[config.mk]
export PLATFORM = sky130hd
export DESIGN_NAME = vga_rx_decoder
export DESIGN_NICKNAME = d
export VERILOG_FILES = /design/src/rtl/vga_timing_pkg.sv /design/src/rtl/vga_rx_sync_edge.sv /design/src/rtl/vga_rx_decoder.sv
export SDC_FILE = /design/constraint.sdc
export NUM_CORES = 1
export LEC_CHECK = 0
export ABC_AREA = 1
export CAP_MARGIN = 30
export CORE_MARGIN = 2
export CORE_UTILIZATION = 55
export CTS_CLUSTER_DIAMETER = 50
export CTS_CLUSTER_SIZE = 20
export DETAILED_ROUTE_END_ITERATION = 6
export DONT_BUFFER_PORTS = 1
export PLACE_DENSITY = 0.7
export SLEW_MARGIN = 20
export SYNTH_ARGS = -nofsm -noshare
export SYNTH_HDL_FRONTEND = slang
export SYNTH_HIERARCHICAL = 1
export SYNTH_SLANG_ARGS = --single-unit
[constraint.sdc]
create_clock -name clk -period 3.4 [get_ports clk]
set_input_delay 0.68 -clock clk [delete_from_list [all_inputs] [get_ports clk]]
set_output_delay 0.68 -clock clk [all_outputs]
set_load 0.01 [all_outputs]
[src/rtl/vga_timing_pkg.sv]
// Shared timing defaults, receiver state encoding and colour packing for the
// VGA receive path.
package vga_timing_pkg;

  localparam int H_ACTIVE_DEF    = 640;
  localparam int H_TOTAL_DEF     = 800;
  localparam int V_ACTIVE_DEF    = 480;
  localparam int V_TOTAL_DEF     = 525;
  localparam int LOCK_FRAMES_DEF = 2;

  typedef enum logic [1:0] {
    HUNT    = 2'd0,
    ACQUIRE = 2'd1,
    LOCKED  = 2'd2
  } rx_state_t;

  // RRRGGGBB from the top bits of each 8-bit channel.
  function automatic logic [7:0] pack_rgb332(input logic [7:0] r,
                                             input logic [7:0] g,
                                             input logic [7:0] b);
    return {r[7:5], g[7:5], b[7:6]};
  endfunction

endpackage

[src/rtl/vga_rx_sync_edge.sv]
// Registers one sync pin twice and flags its falling edge. Both stages reset
// high (the idle level of an active-low sync) so leaving reset never looks
// like an edge.
module vga_rx_sync_edge (
  input  logic clk,
  input  logic reset,
  input  logic sig_i,
  output logic fall_o
);

  logic s1_q;
  logic dly_q;

  // Input register followed by a one-cycle delay for edge detection.
  // NOTE: non-blocking assignments so dly_q captures the previous s1_q, not the new one.
  always_ff @(posedge clk) begin
    if (reset) begin
      s1_q  <= 1'b1;
      dly_q <= 1'b1;
    end else begin
      s1_q  <= sig_i;
      dly_q <= s1_q;
    end
  end

  assign fall_o = ~s1_q & dly_q;

endmodule

[src/rtl/vga_rx_decoder.sv]
// VGA sink: recovers pixel coordinates and RRRGGGBB colour from the pins,
// checks line/frame timing, locks after LOCK_FRAMES clean frames and reports
// violations. Pin-to-pix_* latency is two clocks.
module vga_rx_decoder
  import vga_timing_pkg::*;
#(
  parameter int H_ACTIVE    = H_ACTIVE_DEF,
  parameter int H_TOTAL     = H_TOTAL_DEF,
  parameter int V_ACTIVE    = V_ACTIVE_DEF,
  parameter int V_TOTAL     = V_TOTAL_DEF,
  parameter int LOCK_FRAMES = LOCK_FRAMES_DEF
) (
  input  logic        clk,
  input  logic        reset,
  input  logic        hsync,
  input  logic        vsync,
  input  logic        blank_n,
  input  logic [7:0]  red,
  input  logic [7:0]  green,
  input  logic [7:0]  blue,
  output logic        pix_valid,
  output logic [9:0]  pix_x,
  output logic [9:0]  pix_y,
  output logic [7:0]  pix_color,
  output logic        frame_start,
  output logic        locked,
  output logic        timing_err,
  output logic [15:0] frame_count,
  output logic [7:0]  err_count
);

  localparam logic [9:0] CNT_MAX     = '1;
  localparam logic [9:0] H_LAST      = 10'(H_TOTAL - 1);
  localparam logic [9:0] H_ACT       = 10'(H_ACTIVE);
  localparam logic [9:0] V_TOT       = 10'(V_TOTAL);
  localparam logic [9:0] V_ACT       = 10'(V_ACTIVE);
  localparam logic [3:0] GOOD_TARGET = 4'(LOCK_FRAMES);

  // Input stage
  logic       hs_fall, vs_fall;
  logic       blank_s1_q;
  logic [7:0] color_s1_q;

  // Line/frame counters
  logic [9:0] hcnt_q, hcnt_d;
  logic [9:0] acnt_q, acnt_d;
  logic [9:0] vcnt_q, vcnt_d;
  logic [9:0] vact_q, vact_d;
  logic [9:0] acnt_base, vcnt_tot, vact_tot;
  logic       line_active, line_bad, frame_bad, viol;

  // FSM and status
  rx_state_t  state_q, state_d;
  logic [3:0] good_q, good_d;
  logic       frame_start_d, timing_err_d;
  logic       locked_q, frame_start_q, timing_err_q;
  logic [15:0] frame_count_q;
  logic [7:0]  err_count_q;

  // Pixel outputs
  logic       pix_valid_q, pix_valid_d;
  logic [9:0] pix_x_q, pix_y_q;
  logic [7:0] pix_color_q;

  vga_rx_sync_edge u_hs_edge (
    .clk    (clk),
    .reset  (reset),
    .sig_i  (hsync),
    .fall_o (hs_fall)
  );

  vga_rx_sync_edge u_vs_edge (
    .clk    (clk),
    .reset  (reset),
    .sig_i  (vsync),
    .fall_o (vs_fall)
  );

  // Register blank and the packed colour alongside the sync stages.
  always_ff @(posedge clk) begin
    if (reset) begin
      blank_s1_q <= 1'b0;
      color_s1_q <= '0;
    end else begin
      blank_s1_q <= blank_n;
      color_s1_q <= pack_rgb332(red, green, blue);
    end
  end

  // Counter next-state and timing checks. A line closing on the same cycle
  // as vs_fall is folded into the frame totals before they are judged.
  always_comb begin
    // NOTE: every variable gets a value before any conditional update, so no latch is inferred.
    vcnt_tot    = vcnt_q;
    vact_tot    = vact_q;
    acnt_base   = hs_fall ? '0 : acnt_q;
    line_active = (acnt_q != '0);
    line_bad    = hs_fall && ((hcnt_q != H_LAST) || (line_active && (acnt_q != H_ACT)));
    if (hs_fall && (vcnt_q != CNT_MAX)) begin
      vcnt_tot = vcnt_q + 10'd1;
    end
    if (hs_fall && line_active && (vact_q != CNT_MAX)) begin
      vact_tot = vact_q + 10'd1;
    end
    frame_bad = vs_fall && ((vcnt_tot != V_TOT) || (vact_tot != V_ACT));
    viol      = line_bad || frame_bad;
    hcnt_d    = hs_fall ? '0 : ((hcnt_q == CNT_MAX) ? hcnt_q : hcnt_q + 10'd1);
    acnt_d    = (blank_s1_q && (acnt_base != CNT_MAX)) ? acnt_base + 10'd1 : acnt_base;
    vcnt_d    = vs_fall ? '0 : vcnt_tot;
    vact_d    = vs_fall ? '0 : vact_tot;
  end

  // Lock FSM: violations are silent while acquiring, reported once locked.
  always_comb begin
    state_d       = state_q;
    good_d        = good_q;
    frame_start_d = 1'b0;
    timing_err_d  = 1'b0;
    unique case (state_q)
      HUNT: begin
        if (vs_fall) begin
          state_d = ACQUIRE;
          good_d  = '0;
        end
      end
      ACQUIRE: begin
        if (viol) begin
          state_d = HUNT;
        end else if (vs_fall) begin
          good_d = good_q + 4'd1;
          if (good_q + 4'd1 >= GOOD_TARGET) begin
            state_d = LOCKED;
          end
        end
      end
      LOCKED: begin
        if (viol) begin
          state_d      = HUNT;
          timing_err_d = 1'b1;
        end else if (vs_fall) begin
          frame_start_d = 1'b1;
        end
      end
      default: state_d = HUNT;
    endcase
  end

  assign pix_valid_d = (state_q == LOCKED) && blank_s1_q;

  // Counter registers.
  always_ff @(posedge clk) begin
    if (reset) begin
      hcnt_q <= '0;
      acnt_q <= '0;
      vcnt_q <= '0;
      vact_q <= '0;
    end else begin
      hcnt_q <= hcnt_d;
      acnt_q <= acnt_d;
      vcnt_q <= vcnt_d;
      vact_q <= vact_d;
    end
  end

  // FSM state and status outputs; err_count saturates, frame_count wraps.
  always_ff @(posedge clk) begin
    if (reset) begin
      state_q       <= HUNT;
      good_q        <= '0;
      locked_q      <= 1'b0;
      frame_start_q <= 1'b0;
      timing_err_q  <= 1'b0;
      frame_count_q <= '0;
      err_count_q   <= '0;
    end else begin
      state_q       <= state_d;
      good_q        <= good_d;
      locked_q      <= (state_d == LOCKED);
      frame_start_q <= frame_start_d;
      timing_err_q  <= timing_err_d;
      if (frame_start_d) begin
        frame_count_q <= frame_count_q + 16'd1;
      end
      if (timing_err_d && (err_count_q != 8'hFF)) begin
        err_count_q <= err_count_q + 8'd1;
      end
    end
  end

  // Pixel outputs; coordinates and colour hold while no pixel is valid.
  always_ff @(posedge clk) begin
    if (reset) begin
      pix_valid_q <= 1'b0;
      pix_x_q     <= '0;
      pix_y_q     <= '0;
      pix_color_q <= '0;
    end else begin
      pix_valid_q <= pix_valid_d;
      if (pix_valid_d) begin
        pix_x_q     <= acnt_base;
        pix_y_q     <= vact_d;
        pix_color_q <= color_s1_q;
      end
    end
  end

  assign pix_valid   = pix_valid_q;
  assign pix_x       = pix_x_q;
  assign pix_y       = pix_y_q;
  assign pix_color   = pix_color_q;
  assign frame_start = frame_start_q;
  assign locked      = locked_q;
  assign timing_err  = timing_err_q;
  assign frame_count = frame_count_q;
  assign err_count   = err_count_q;

endmodule

==> metrics <==
Ports 85; worst-margin pin slew 830.2 ps; Power Total 3355 µW; pwr/cell area 543.3 nW/µm²; FF-to-FF End err_count[0]$_SDFFE_PP0P_; synthesized flop and latch total 115; # diodes 0; run status complete, no violations; # fillers 863; Total Routed Length 12380 µm; Final Hold Vio Count 0; Leak 0.002588 µW; Setup CP Type flop to flop; H-tree levels 4; Critical Path RT 3800 ps; hold_sp reset; RSZ-0062 raised after global routing false; total grt overflow 0; CTS Hold Bufs 0; Seq/Total Area, Yosys 42.18%; PostCTS Resize Cnt 0; setup TNS 0 ps; Relative slew margins 44.59%; Final nets 828; Worst setup SP type flop; core area 9684 µm²; Worst Hold Path EP pix_valid$_SDFF_PP0_; minimum clock period 2825 ps; Final Cell Area 6175 µm²; Fmax 354.0 MHz; RR Startpoint vcnt_q[0]$_SDFF_PP0_; Die Width 103.6 µm; syn_nets 826; max cap viols 0; R2R cell count 18; WP data arrival 3220 ps; Clk Tree Root Cell clkbuf_8; Yosys warning total 6; port bufs 0; FP Rows 36; Clk Latency, worst-skew pair 520 ps; CTS tree yes; final setup fails 0; layout cells sized above 1 6.983%; GRT Overall Usage 23.83%; drt first pass iters 5; DRT iter0 DRCs 263; wire length of the first global-routing pass 21000 µm; Clock Pin Slew Worst Setup and Hold Paths 50 ps; Hold Crit Class input pin to flop; placed cell areas 5553 µm²; Die Height 103.6 µm; routed wire length per instance 13.24 µm; Mapped Cells 789; Post-CTS Setup Inserts 0; Area Growth Syn to Fin 13.14%; Max Root-Sink Buffers 2; Place WS 609.5 ps; Inserted Clock Buffers 17; Final ANT Viol Nets 0; vias per cell 5.206; Final Skew 6.258 ps; reg-to-reg setup timing slack 570 ps; Vias 4868; Post-Syn Area 5458 µm²; hold path depth 1; worst-path fanout max 12; number of global-route vias before repair 4594; Peak VDD IR 0.2934 mV; setup ws final 575.0 ps; GP Congestion 0.8630; # DRC 0; post-detail-place hpwl 8447 µm; Starting Density 56.36%; initial antenna violation count 0; clock sinks 115; total die area 10740 µm²; max-slew violations 0; count of cell types in the netlist 35; syn_area_per_cell 6.917 µm²; Hold Slack 231.9 ps; Worst Setup End Kind flop; Final period util 83.09%; largest net degree at the start of global routing 50
-- through the flow --
step | std cells | utilization (%)
finish | 935 | 63.76
CTS | 935 | 63.76
floorplan | 789 | -
detailed placement | 905 | 57.34
global route | 935 | 63.76
global placement | 905 | 57.34
-- cell usage in the layout, fill, tap and decap left out, types with 4 or more instances in the layout --
master	netlist	layout
a21oi_1	50	50
buf_4	1	4
bufinv_16	0	4
clkbuf_16	0	16
clkbuf_8	0	5
dfxtp_1	115	115
ha_1	8	8
inv_1	101	101
nand2_1	184	184
nand3_1	55	55
nand4_1	22	22
nor2_1	118	117
nor3_1	17	17
o21ai_0	39	39
xnor2_1	12	12
xor2_1	15	15
-- worst max-delay path: stages, from the launching register on --
cell and delay [ps]:
dfxtp_1 420, ha_1 240, nand2_1 70, nor2_1 110, nand3_2 140, nand2_2 140, inv_1 100, nor2_1 130
inv_1 50, nand2_1 100, nor2_1 60, nand2_1 60, nor2_1 40, nand3_1 80, nand2_1 70, nand2_1 320
nand3_1 330, nand2_1 150, a21oi_1 70
-- area by class of cell --
class	instances	area [µm²]	share of cell area, %
timing repair buffer	4	30.03	0.4863
clock inverter	9	152.6	2.472
inverter	104	390.4	6.322
clock buffer	21	469.2	7.599
sequential	115	2302	37.28
tap	133	166.4	2.695
multi-input combinational	549	2664	43.14
-- cell usage after synthesis (all sizes together) --
| cell type | n | area share [%] |
|---|---|---|
| nor3 | 18 | 1.7 |
| nor3b | 2 | 0.28 |
| xnor2 | 12 | 1.9 |
| inv | 103 | 7.1 |
| nand3 | 59 | 6.1 |
| a21oi | 53 | 5.1 |
| buf | 7 | 0.94 |
| clkbuf | 14 | 0.96 |
| nor2 | 123 | 9.0 |
| nand2 | 187 | 13 |
| clkinv | 1 | 0.069 |
| xor2 | 15 | 2.4 |
| a211oi | 1 | 0.14 |
| ha | 8 | 1.8 |
| dfxtp | 115 | 42 |
| o21ai | 42 | 3.9 |
| nand4 | 23 | 2.8 |
| a31oi | 2 | 0.23 |
| or2 | 1 | 0.11 |
| nor4 | 3 | 0.34 |
-- metal layers --
layer  track usage (%)  vias to the layer above  wire length [µm]
met4             8.880                        0               142
met2             39.12                      120              5878
li1                  -                     2530                 -
met5                 0                        -                 0
met1             28.88                     2201              5602
met3             8.370                       17               755
-- state kept, by name, indices dropped and copies added (netlist names), 10 cells and up --
register and count:
frame_count 16, acnt_q 10, hcnt_q 10, pix_x 10, pix_y 10, vact_q 10, vcnt_q 10
-- where the power goes --
group | switching [µW] | leakage [µW] | internal [µW] | total (µW)
combinational | 76.2 | 0.00135 | 29.8 | 106
clock | 612 | 0.000310 | 1260 | 1870
sequential | 12.0 | 0.000931 | 1370 | 1380
-- logic make-up (layout without fill, tap and decap cells) --
logic type	Yosys count	count (layout)	synth area share [%]
AOI/OAI and AO/OA	98	98	9.354
xor gates and xnor gates	27	27	4.333
adders and majority gates	8	8	1.834
buffers and inverters	125	138	9.055
DFF	115	115	42.18
and+or+nand+nor	416	416	33.24
-- how the worst max path moves through the flow --
stage                                from                     endpoint  slack (ps)  depth (start not counted)
2_1_floorplan  u_hs_edge/dly_q$_SDFF_PP1_         acnt_q[9]$_SDFF_PP0_         800                         15
3_3_place_gp         vact_q[0]$_SDFF_PP0_  frame_count[6]$_SDFFE_PP0P_         680                         14
3_5_place_dp         vcnt_q[0]$_SDFF_PP0_    err_count[0]$_SDFFE_PP0P_         610                         15
4_1_cts              vact_q[0]$_SDFF_PP0_  frame_count[5]$_SDFFE_PP0P_         560                         14
5_1_grt              vcnt_q[0]$_SDFF_PP0_    err_count[0]$_SDFFE_PP0P_         230                         17
6_report             vcnt_q[0]$_SDFF_PP0_    err_count[0]$_SDFFE_PP0P_         570                         18
No activity file was read; power rests on OpenSTA's default activity.
